$ cat config.mk
export PLATFORM = sky130hd
export DESIGN_NAME = arb_l1_rr
export DESIGN_NICKNAME = d
export VERILOG_FILES = /design/src/rtl/arb_l1_rr.sv
export SDC_FILE = /design/constraint.sdc
export NUM_CORES = 1
export LEC_CHECK = 0
export BUFFER_PORTS_ARGS = -buffer_cell sky130_fd_sc_hd__buf_2
export CAP_MARGIN = 10
export CORE_AREA = 5 5 118 120
export CTS_CLUSTER_DIAMETER = 40
export DETAILED_ROUTE_END_ITERATION = 6
export DIE_AREA = 0 0 123 125
export GPL_TIMING_DRIVEN = 0
export HOLD_SLACK_MARGIN = 0.05
export PLACE_DENSITY = 0.52
export REMOVE_ABC_BUFFERS = 1
export SYNTH_ARGS = -nofsm -noshare
export SYNTH_HDL_FRONTEND = slang
export SYNTH_SLANG_ARGS = --single-unit
$ cat constraint.sdc
create_clock -name clk_i -period 8.3 [get_ports clk_i]
set_clock_uncertainty 0.05 [all_clocks]
set_input_delay 0.83 -clock clk_i [delete_from_list [all_inputs] [get_ports clk_i]]
set_output_delay 0.83 -clock clk_i [all_outputs]
set_load 0.01 [all_outputs]
$ cat src/rtl/arb_l1_rr.sv
// arb_l1_rr: two-master (instruction m0, data m1) to one-slave MemSplit32 arbiter with in-order read-response routing.
// Optional ARB_L1_FIXED_PRIO_EN: m1 always wins contention and the round-robin pointer is removed.
package arb_l1_rr_pkg;
  localparam int unsigned ADDR_W = 32;
  localparam int unsigned DATA_W = 32;
  localparam int unsigned BE_W   = 4;

  typedef struct packed {
    logic              we;
    logic [ADDR_W-1:0] addr;
    logic [BE_W-1:0]   be;
    logic [DATA_W-1:0] wdata;
  } ms32_req_t;
endpackage

module arb_l1_rr
  import arb_l1_rr_pkg::*;
#(
  parameter int unsigned RD_FIFO_DEPTH = 4
) (
  input  logic              clk_i,
  input  logic              rst_i,
  // m0: instruction master
  input  logic              m0_req_i,
  input  logic              m0_we_i,
  input  logic [ADDR_W-1:0] m0_addr_i,
  input  logic [BE_W-1:0]   m0_be_i,
  input  logic [DATA_W-1:0] m0_wdata_i,
  output logic              m0_ack_c,
  output logic              m0_resp_c,
  output logic [DATA_W-1:0] m0_rdata_c,
  // m1: data master
  input  logic              m1_req_i,
  input  logic              m1_we_i,
  input  logic [ADDR_W-1:0] m1_addr_i,
  input  logic [BE_W-1:0]   m1_be_i,
  input  logic [DATA_W-1:0] m1_wdata_i,
  output logic              m1_ack_c,
  output logic              m1_resp_c,
  output logic [DATA_W-1:0] m1_rdata_c,
  // s: merged stream towards the L2 arbiter
  output logic              s_req_c,
  output logic              s_we_c,
  output logic [ADDR_W-1:0] s_addr_c,
  output logic [BE_W-1:0]   s_be_c,
  output logic [DATA_W-1:0] s_wdata_c,
  input  logic              s_ack_i,
  input  logic              s_resp_i,
  input  logic [DATA_W-1:0] s_rdata_i
);

  localparam int unsigned PTR_W = $clog2(RD_FIFO_DEPTH);
  localparam int unsigned CNT_W = PTR_W + 1;

  logic                     lock_q, lock_d;
  logic                     lock_id_q, lock_id_d;
  logic [CNT_W-1:0]         count_q, count_d;
  logic [PTR_W-1:0]         wr_ptr_q, wr_ptr_d;
  logic [PTR_W-1:0]         rd_ptr_q, rd_ptr_d;
  logic [RD_FIFO_DEPTH-1:0] fifo_q, fifo_d;

  ms32_req_t m0_pl, m1_pl, s_pl;
  logic      rd_full;
  logic      m0_elig, m1_elig;
  logic      both_pick;
  logic      gnt_valid, gnt_id;
  logic      accept, push, pop, head_id;

`ifdef ARB_L1_FIXED_PRIO_EN
  assign both_pick = 1'b1;
`else
  logic rr_prio_q, rr_prio_d;
  assign both_pick = rr_prio_q;
`endif

  // Reads are only eligible while the registered outstanding count has room.
  always_comb begin
    m0_pl   = '{we: m0_we_i, addr: m0_addr_i, be: m0_be_i, wdata: m0_wdata_i};
    m1_pl   = '{we: m1_we_i, addr: m1_addr_i, be: m1_be_i, wdata: m1_wdata_i};
    rd_full = (count_q == CNT_W'(RD_FIFO_DEPTH));
    m0_elig = m0_req_i && (m0_we_i || !rd_full);
    m1_elig = m1_req_i && (m1_we_i || !rd_full);
  end

  // Grant selection: a held (locked) request beats contention resolution.
  always_comb begin
    gnt_valid = 1'b0;
    gnt_id    = 1'b0;
    if (lock_q) begin
      gnt_id    = lock_id_q;
      gnt_valid = lock_id_q ? m1_req_i : m0_req_i;
    end else if (m0_elig && m1_elig) begin
      gnt_valid = 1'b1;
      gnt_id    = both_pick;
    end else if (m0_elig) begin
      gnt_valid = 1'b1;
      gnt_id    = 1'b0;
    end else if (m1_elig) begin
      gnt_valid = 1'b1;
      gnt_id    = 1'b1;
    end
    if (rst_i) begin
      gnt_valid = 1'b0;
    end
  end

  always_comb begin
    accept  = gnt_valid && s_ack_i;
    push    = accept && !s_pl.we;
    pop     = s_resp_i && (count_q != '0) && !rst_i;
    head_id = fifo_q[rd_ptr_q];
  end

  // Request mux and response demux.
  always_comb begin
    s_pl = '0;
    if (gnt_valid) begin
      s_pl = gnt_id ? m1_pl : m0_pl;
    end
    s_req_c    = gnt_valid;
    s_we_c     = s_pl.we;
    s_addr_c   = s_pl.addr;
    s_be_c     = s_pl.be;
    s_wdata_c  = s_pl.wdata;
    m0_ack_c   = accept && !gnt_id;
    m1_ack_c   = accept && gnt_id;
    m0_resp_c  = pop && !head_id;
    m1_resp_c  = pop && head_id;
    m0_rdata_c = (pop && !head_id) ? s_rdata_i : '0;
    m1_rdata_c = (pop && head_id) ? s_rdata_i : '0;
  end

  // Lock, priority and read-ID FIFO next state.
  always_comb begin
    lock_d    = gnt_valid && !s_ack_i;
    lock_id_d = (gnt_valid && !s_ack_i) ? gnt_id : lock_id_q;
    fifo_d    = fifo_q;
    wr_ptr_d  = wr_ptr_q;
    rd_ptr_d  = rd_ptr_q;
    count_d   = count_q;
    if (push) begin
      fifo_d[wr_ptr_q] = gnt_id;
      wr_ptr_d         = wr_ptr_q + PTR_W'(1);
    end
    if (pop) begin
      rd_ptr_d = rd_ptr_q + PTR_W'(1);
    end
    case ({push, pop})
      2'b10:   count_d = count_q + CNT_W'(1);
      2'b01:   count_d = count_q - CNT_W'(1);
      default: count_d = count_q;
    endcase
  end

`ifndef ARB_L1_FIXED_PRIO_EN
  always_comb begin
    rr_prio_d = rr_prio_q;
    if (accept) begin
      rr_prio_d = !gnt_id;
    end
  end

  always_ff @(posedge clk_i) begin
    if (rst_i) begin
      rr_prio_q <= 1'b0;
    end else begin
      rr_prio_q <= rr_prio_d;
    end
  end
`endif

  always_ff @(posedge clk_i) begin
    if (rst_i) begin
      lock_q    <= 1'b0;
      lock_id_q <= 1'b0;
      count_q   <= '0;
      wr_ptr_q  <= '0;
      rd_ptr_q  <= '0;
      fifo_q    <= '0;
    end else begin
      lock_q    <= lock_d;
      lock_id_q <= lock_id_d;
      count_q   <= count_d;
      wr_ptr_q  <= wr_ptr_d;
      rd_ptr_q  <= rd_ptr_d;
      fifo_q    <= fifo_d;
    end
  end

  // The full check on eligibility must make an overflowing push impossible.
  a_no_overflow: assert property (@(posedge clk_i) disable iff (rst_i)
    !(push && !pop && rd_full));

endmodule
# --- Word-level counts from Yosys, hierarchy flattened ---
# Cells that the tools add are included.
totals:
  word_cells: 59
  ff_bits: 14
classes:
  eq_ne: 3
  addsub: 4
  reduce_logical: 23
  mux: 19
  order_cmp: 3
op_table:
  columns: ["op", "n"]
  rows:
  - ["$mux 69", 2]
  - ["$mux 32", 2]
  - ["$logic_and 1x1->1", 13]
  - ["$mux 1", 11]
  - ["$logic_not 1->1", 6]
  - ["$lt 2x3->1 const B", 2]
  - ["$pmux 3 s2", 1]
  - ["$add 2x1->2 const B", 2]
  - ["$bwmux 4", 1]
  - ["$add 3x1->3 const B", 1]
  - ["$eq 3x3->1 const B", 1]
  - ["$reduce_bool 3->1", 1]
  - ["$sub 3x1->3 const B", 1]
  - ["$bmux 1 s2", 1]
  - ["$demux 1 s2", 1]
  - ["$eq 2x1->1 const B", 1]
  - ["$eq 2x2->1 const B", 1]
  - ["$ge 2x1->1 const B", 1]
  - ["$logic_or 1x1->1", 2]
  - ["$reduce_bool 2->1", 1]

# --- Logic depth before layout (Yosys ltp) ---
# Gate-level depths: netlist (run 1).
depth:
  ltp_word: 14
  depth_mapped: 12

# --- Worst setup path before layout (run 1) ---
# OpenSTA, ideal clock, no wires.
synth_path:
  path_type: "input to register"
  startpoint: "input port m1_we_i"
  endpoint: "register count_q[2]"
  setup_slack_ps: 5135
  cell_stages: 12
  n_path_buf: 1
  required_ps: 8178
  arrival_time_ps: 3043
  setup_ps: 72
  path_cell_list: "or4b_4 > nand3_2 > a211oi_2 > and2_1 > buf_6 > inv_2 > ha_1 > inv_1 > fa_1 > xor2_1 > or3_1 > a21oi_1"
synth_via:
  elab_chain_len: 12
synth_rtl:
  columns: ["element", "line_no", "rtl"]
  rows:
  - ["from (decl)", "34", "input logic m1_we_i,"]
  - ["$logic_or 1x1->1", "82", "m1_elig = m1_req_i && (m1_we_i || !rd_full);"]
  - ["$logic_and 1x1->1", "82", null]
  - ["$mux 1", "98", "end else if (m1_elig) begin"]
  - ["$mux 1", "95", "end else if (m0_elig) begin"]
  - ["$mux 1", "92", "end else if (m0_elig && m1_elig) begin"]
  - ["$mux 1", "89", "if (lock_q) begin"]
  - ["$mux 69 or $mux 1 (tied branches)", "118, 102", null]
  - ["$mux 69", "117", "if (gnt_valid) begin"]
  - ["$logic_not 1->1", "109", "push = accept && !s_pl.we;"]
  - ["$logic_and 1x1->1 (*)", "109", null]
  - ["$eq 2x1->1 or $eq 2x2->1 (tied branches)", "148", "case ({push, pop})"]
  - ["$pmux 3 s2 or $reduce_bool 2->1 (tied branches)", null, null]
  - ["to (signal assigned)", "183", "count_q <= count_d;"]
  - ["to (decl)", "57", "logic [CNT_W-1:0] count_q, count_d;"]
# Mark *: on every way between the ends. The rest lies on a longest branch, timed or not.
# A chain may end at the register's enable or synchronous reset.

# --- Worst setup path after layout (run 1) ---
layout_path:
  startpoint: "input port rst_i"
  endpoint: "output port m0_rdata_c[10]"
layout_via:
  elab_chain_len: 4
layout_rtl:
  columns: ["element", "line_no", "rtl"]
  rows:
  - ["from (decl)", "22", "input logic rst_i,"]
  - ["$logic_not 1->1", "110", "pop = s_resp_i && (count_q != '0) && !rst_i;"]
  - ["$logic_and 1x1->1", "110", null]
  - ["$logic_and 1x1->1", "129", "m0_rdata_c = (pop && !head_id) ? s_rdata_i : '0;"]
  - ["$mux 32", "129", null]
  - ["to (decl)", "31", "output logic [DATA_W-1:0] m0_rdata_c,"]
# No other way between the ends.

==> results_dict.tcl, run 1 <==
set metrics [dict create \
    yosysUniqueCellTypes 38 \
    worstMarginPinSlew_ns 1.05 \
    dp_hpwl_um 10100 \
    clock.fmax_ghz 0.234 \
    drtIter0Drc 116 \
    synth_cells 394 \
    fp.coreArea_mm2 0.0129 \
    finalHoldViolCount 0 \
    fillCellCount 1484 \
    reg2reg_from "count_q[1]$_SDFFE_PP0P_" \
    p_per_area_mw_per_mm2 86.2 \
    viasPerCell 4.25 \
    synth_common_cells "142 x nand2_1, 72 x a21oi_1, 37 x and2_1" \
    cp.arrival_ns 3.39 \
    cts_sinks 14 \
    htreeDepth 1 \
    hold_class "reg2reg" \
    ctsResizeCount 0 \
    synth_top_area_share_pct 22.9 \
    cp_data_required_time_ns 7.42 \
    end_kind "output pin" \
    ys_ff_latch 14 \
    drc 0 \
    status "finished, final reports clean" \
    worst_r2r_endpoint "count_q[2]$_SDFFE_PP0P_" \
    rows 42 \
    synth_edf_count 0 \
    grt_max_degree 51 \
    gp_congestion 0.849 \
    initial_core_util_pct 18.1 \
    cts_tree "yes" \
    postCtsSetupBuffers 0 \
    max-cap-violations 0 \
    wl_per_cell_um 14.2 \
    vias 3629 \
    crit_type "in2out" \
    synth_flop_cell "dfxtp_1" \
    synthTopCellsByArea "nand2_1 23%, a21oi_1 15%, dfxtp_1 12%" \
    ios 314 \
    antenna_cells 0 \
    ys_seq_area_share_pct 12.0 \
    fp.dieArea_mm2 0.0154 \
    peakVddDrop_uv 58.7 \
    post-route-period-util_pct 51.4 \
    leakage_nw 2.49 \
    drive_gt1_share_pct 49.7 \
    p_total_w 0.000350 \
    dpl.cell_count 851 \
    finalSetupViolations 0 \
    grt_pass1_wl_um 18200 \
    slew_viol_final 0 \
    io_buffers 313 \
    ant_nets 0 \
    drt-total-wl_um 12200 \
    fin_nets 862 \
    synth_area_per_cell_um2 5.90 \
    synth_async_sr_flop_share_pct 0 \
    final.setup.tns_ns 0 \
    antenna_found_initial 0 \
    path_max_fanout 37 \
    grt_overflow_total 0 \
    dieWidth_um 123 \
    cts_hold_buf 0 \
    hp-start "both_pick$_SDFFE_PP0P_" \
    timing.slew.headroom_pct 30.0 \
    first_global_vias 3539 \
    whs_path_depth 2 \
    critPathLaunchType "input port" \
    die_h_um 125 \
    cts.clk_slew.worst_paths_ns 0.05 \
    first_pass_iters 4 \
    grt_usage_pct 14.6 \
    fin_crit_ns 4.27 \
    min_to "both_pick$_SDFFE_PP0P_" \
    yosysWarnings 0 \
    syn2layout_area_growth_pct 74.4 \
    rsz0062_at_grt "no" \
    synth_most_common_cell "nand2_1" \
    clk_path_buf_depth 2 \
    clk_latency_ns 0.24 \
    cts_buffers 3 \
    r2r_cells 11 \
    final_cells 854 \
    yosysTopAreaCell "nand2_1" \
    ff2ff_setup_slack_ns 5.29 \
    clockRootBuffer "clkbuf_16" \
    syn-cell-area_mm2 0.00233 \
]
## how the worst max path moves through the flow
stage	slack, ns	end	start	cells past startpoint
6_report	4.03	m0_rdata_c[10]	rst_i	6
5_1_grt	3.72	m0_rdata_c[10]	rst_i	6
4_1_cts	3.97	m0_rdata_c[10]	rst_i	6
3_5_place_dp	3.98	m0_rdata_c[10]	rst_i	6
3_3_place_gp	2.92	s_wdata_c[27]	m1_we_i	7
2_1_floorplan	4.18	s_addr_c[0]	m1_we_i	5
## stage by stage
stage               hold slack, ns  utilization, %  area [um^2]  worst slack (ns)
floorplan                    0.397               -         2130              4.18
global placement             0.436            30.4         3920              2.92
detailed placement           0.439            30.9         3980              3.98
CTS                          0.460            31.5         4060              3.97
global route                 0.481            31.5         4060              3.72
finish                       0.455            31.5         4060              4.03
## power breakdown
group	switching, W	total, W	internal, W
Clock	0.0000249	0.0000877	0.0000628
Sequential	0.00000322	0.0000738	0.0000706
Combinational	0.000107	0.000188	0.0000811
## registers in the layout, summed over array words and instances (netlist names)
register   cells
wr_ptr_q       2
lock_q         1
lock_id_q      1
fifo_q         4
rd_ptr_q       2
both_pick      1
count_q        3
## kinds of logic after synthesis
kind of cell               share of synthesized area [%]
and+or+nand+nor                                     46.5
buffers and inverters                               10.3
adders and majority gates                           3.55
xor gates and xnor gates                            1.51
AOI/OAI and AO/OA                                   25.2
muxes                                              0.968
DFF                                                 12.0
## final cells by class
type / instances / area, um^2 / share of cell area [%]
clock buffer: 3 / 75.1 / 1.85
inverter: 11 / 41.3 / 1.02
multi-input combinational: 334 / 1810 / 44.7
sequential: 14 / 280 / 6.91
tap: 176 / 220 / 5.43
timing repair buffer: 316 / 1630 / 40.1
## routing by layer
layer  part of all wire (%)  track usage [%]  routed length, um  up-vias
li1                       -                -                  -     1870
met1                     38             16.9               4600     1572
met2                     51             26.5               6150      179
met3                    9.9             3.79               1210        8
met4                    1.7             3.13                201        0
met5                      0                0                  0        -
## cells in the final DEF (no fill, tap or decap), types with 2 or more instances in the layout
| master | n |
|---|---|
| inv_2 | 2 |
| buf_2 | 313 |
| xor2_1 | 3 |
| a31oi_1 | 4 |
| ha_1 | 5 |
| and3_1 | 32 |
| nand2b_1 | 2 |
| dfxtp_1 | 14 |
| nor2_1 | 8 |
| and2_1 | 36 |
| inv_1 | 9 |
| clkbuf_16 | 3 |
| a311oi_2 | 4 |
| o31ai_1 | 2 |
| buf_12 | 3 |
| a21oi_1 | 72 |
| nand2_1 | 141 |
| nand3_1 | 3 |
| o21ai_1 | 2 |
## critical path: stages
cell and delay, ns:
buf_2 0.21, inv_1 0.14, o311a_1 0.88, nor2b_2 0.92, and2_1 0.26, buf_2 0.14
Note: power is estimated with default switching activity, not from simulation.
==> run 2: changes to the inputs <==
--- a/config.mk
+++ b/config.mk
@@ -5,15 +5,16 @@
 export SDC_FILE = /design/constraint.sdc
 export NUM_CORES = 1
 export LEC_CHECK = 0
+export ABC_AREA = 1
 export BUFFER_PORTS_ARGS = -buffer_cell sky130_fd_sc_hd__buf_2
 export CAP_MARGIN = 10
-export CORE_AREA = 5 5 118 120
+export CORE_AREA = 5 5 119 121
 export CTS_CLUSTER_DIAMETER = 40
 export DETAILED_ROUTE_END_ITERATION = 6
-export DIE_AREA = 0 0 123 125
+export DIE_AREA = 0 0 124 126
 export GPL_TIMING_DRIVEN = 0
 export HOLD_SLACK_MARGIN = 0.05
-export PLACE_DENSITY = 0.52
+export PLACE_DENSITY = 0.54
 export REMOVE_ABC_BUFFERS = 1
 export SYNTH_ARGS = -nofsm -noshare
 export SYNTH_HDL_FRONTEND = slang
==> constraint.sdc (replaced) <==
create_clock -name clk_i -period 3.4 [get_ports clk_i]
set_clock_uncertainty 0.05 [all_clocks]
set_input_delay 0.34 -clock clk_i [delete_from_list [all_inputs] [get_ports clk_i]]
set_output_delay 0.34 -clock clk_i [all_outputs]
set_load 0.01 [all_outputs]
==> run 2 against run 1 <==
  * Largest power group unchanged
  * Sequential cell count stayed put
  * Final cell count increased by 8.2%
  * Worst hold slack lost 0.12 ns
  * Utilization decreased by 0.062 points
  * Die area up 1.6%
  * Synthesized area up 3.8%
  * Via count rose by 1.2%
  * Highest routed layer unchanged
  * Synthesized cell count increased by 17%
  * Worst setup slack lost 3.7 ns
==> results_dict.tcl, run 2 <==
set metrics [dict create \
    syn2layout_area_growth_pct 69.2 \
    synthTopCellsByArea "nor2_1 30%, o21ai_0 13%, dfxtp_1 12%" \
    yosysWarnings 0 \
    fillCellCount 1528 \
    synth_most_common_cell "nor2_1" \
    post-route-period-util_pct 90.1 \
    crit_type "reg2out" \
    slew_viol_final 0 \
    synth_edf_count 0 \
    yosysUniqueCellTypes 28 \
    end_kind "output pin" \
    final_cell_area_mm2 0.00408 \
    peakVddDrop_uv 300 \
    min_to "wr_ptr_q[1]$_SDFFE_PP0P_" \
    r2r_cells 14 \
    dp_hpwl_um 10000 \
    vias 3672 \
    max-cap-violations 0 \
    reg2reg_from "lock_id_q$_SDFFE_PP0P_" \
    worst_r2r_endpoint "count_q[2]$_SDFFE_PP0P_" \
    synth_area_per_cell_um2 5.25 \
    clk_latency_ns 0.24 \
    postCtsSetupBuffers 0 \
    cts.clk_slew.worst_paths_ns 0.04 \
    first_global_vias 3339 \
    final_core_utilization_pct 31.5 \
    drtIter0Drc 177 \
    clockRootBuffer "clkbuf_16" \
    grt_pass1_wl_um 17200 \
    drc 0 \
    leakage_nw 2.60 \
    critPathLaunchType "register" \
    timing.slew.headroom_pct 27.1 \
    final_common_cell "buf_2" \
    whs_path_depth 2 \
    antenna_cells 0 \
    p_sw_share_pct 40.8 \
    cp.arrival_ns 2.67 \
    cp_data_required_time_ns 3.01 \
    finalHoldViolCount 0 \
    fin_nets 932 \
    fp.dieArea_mm2 0.0156 \
    yosysTopAreaCell "nor2_1" \
    ff2ff_setup_slack_ns 0.45 \
    ctsResizeCount 0 \
    finalSetupViolations 0 \
    grt_overflow_total 0 \
    switchingPower_w 0.000365 \
    pwr-share-seq_pct 20.0 \
    cts_sinks 14 \
    rows 42 \
    ant_nets 0 \
    clk_path_buf_depth 2 \
    p_per_area_mw_per_mm2 219 \
    fin_crit_ns 3.06 \
    htreeDepth 1 \
    ios 314 \
    synth_async_sr_flop_share_pct 0 \
    reg_top3 "fifo_q (4), count_q (3)" \
    path_max_fanout 71 \
    power_frac_comb_pct 55.7 \
    hp-start "rst_i" \
    rsz0062_at_grt "no" \
    antenna_found_initial 0 \
    cts_hold_buf 0 \
    hold-worst-slack_ns 0.335 \
    layout_common_cells "313 x buf_2, 191 x nor2_1, 65 x o21ai_0" \
    syn-cell-area_mm2 0.00241 \
    wl_per_cell_um 13.0 \
    hold_class "in2reg" \
    io_buffers 313 \
    place_area_mm2 0.00401 \
    pwr-share-clk_pct 24.2 \
    synth_common_cells "191 x nor2_1, 65 x o21ai_0, 57 x inv_1" \
    gp_congestion 0.869 \
    worstMarginPinSlew_ns 1.09 \
    initial_core_util_pct 18.6 \
    viasPerCell 3.97 \
    clock.fmax_ghz 0.326 \
    regMostFlops "fifo_q" \
    fp.coreArea_mm2 0.0130 \
    cts_tree "yes" \
    grt_usage_pct 13.4 \
    dieWidth_um 124 \
    synth_top_area_share_pct 29.7 \
    drt-total-wl_um 12000 \
    synth_flop_cell "dfxtp_1" \
    synth_cells 460 \
    drive_gt1_share_pct 47.9 \
    cts_buffers 3 \
    intPower_w 0.000530 \
    largest_register_ffs 4 \
    first_pass_iters 4 \
    grt_max_degree 72 \
    ys_seq_area_share_pct 11.6 \
    die_h_um 126 \
    status "finished, final reports clean" \
    ys_ff_latch 14 \
]
[run 2: logic make-up after synthesis]
| kind of cell | share of synthesized area, % |
|---|---|
| buffers and inverters | 19.0 |
| DFF | 11.6 |
| AOI/OAI and AO/OA | 18.9 |
| and+or+nand+nor | 47.1 |
| adders and majority gates | 3.42 |
[run 2: stage by stage]
step	total power [W]	setup slack [ns]	cells	setup TNS, ns
floorplan	0.000430	0.534	430	0
global placement	0.000676	-0.185	919	-0.230
detailed placement	0.000683	0.363	921	0
CTS	0.000905	0.308	924	0
global route	0.000969	0.0156	924	0
finish	0.000894	0.335	924	0
[run 2: final cells by class]
class,instances,area (um^2),area share (%)
multi-input combinational,356,1680,41.0
timing repair buffer,315,1610,39.4
sequential,14,280,6.86
inverter,60,225,5.52
tap,176,220,5.39
clock buffer,3,75.1,1.84
[run 2: worst max-delay path, cell delays in order, from the launching register on]
cell     delay (ns)
dfxtp_1        0.32
nor2_2         0.18
nand3_1        0.11
nand2_2        0.10
inv_2          0.04
nand2_2        0.09
nand2_4        0.33
inv_2          0.53
buf_12         0.31
nor2_1         0.07
nor2_1         0.17
buf_2          0.16
[run 2: how the worst max path moves through the flow]
stage | cells after the start | startpoint | to
floorplan | 15 | m0_we_i | count_q[2]$_SDFFE_PP0P_
global placement | 16 | m0_we_i | count_q[2]$_SDFFE_PP0P_
detailed placement | 15 | m0_req_i | count_q[2]$_SDFFE_PP0P_
CTS | 11 | count_q[1]$_SDFFE_PP0P_ | s_wdata_c[16]
global route | 14 | lock_id_q$_SDFFE_PP0P_ | count_q[2]$_SDFFE_PP0P_
finish | 11 | count_q[1]$_SDFFE_PP0P_ | s_wdata_c[16]
[run 2: per-layer routing]
layer	vias up	share of wire, %	GRT usage [%]
met3	4	7.0	2.29
met1	1575	40	16.5
met2	107	52	25.2
met5	-	0	0
met4	0	0.22	0.644
li1	1986	-	-
[run 2: power by group through the flow]
stage	Sequential, W	Combinational [W]	Clock, W
after CTS	0.000179	0.000502	0.000223
after global placement	0.000182	0.000493	0
after detailed placement	0.000182	0.000500	0
after global routing	0.000180	0.000558	0.000231
final	0.000179	0.000498	0.000217
after floorplan	0.000181	0.000250	0
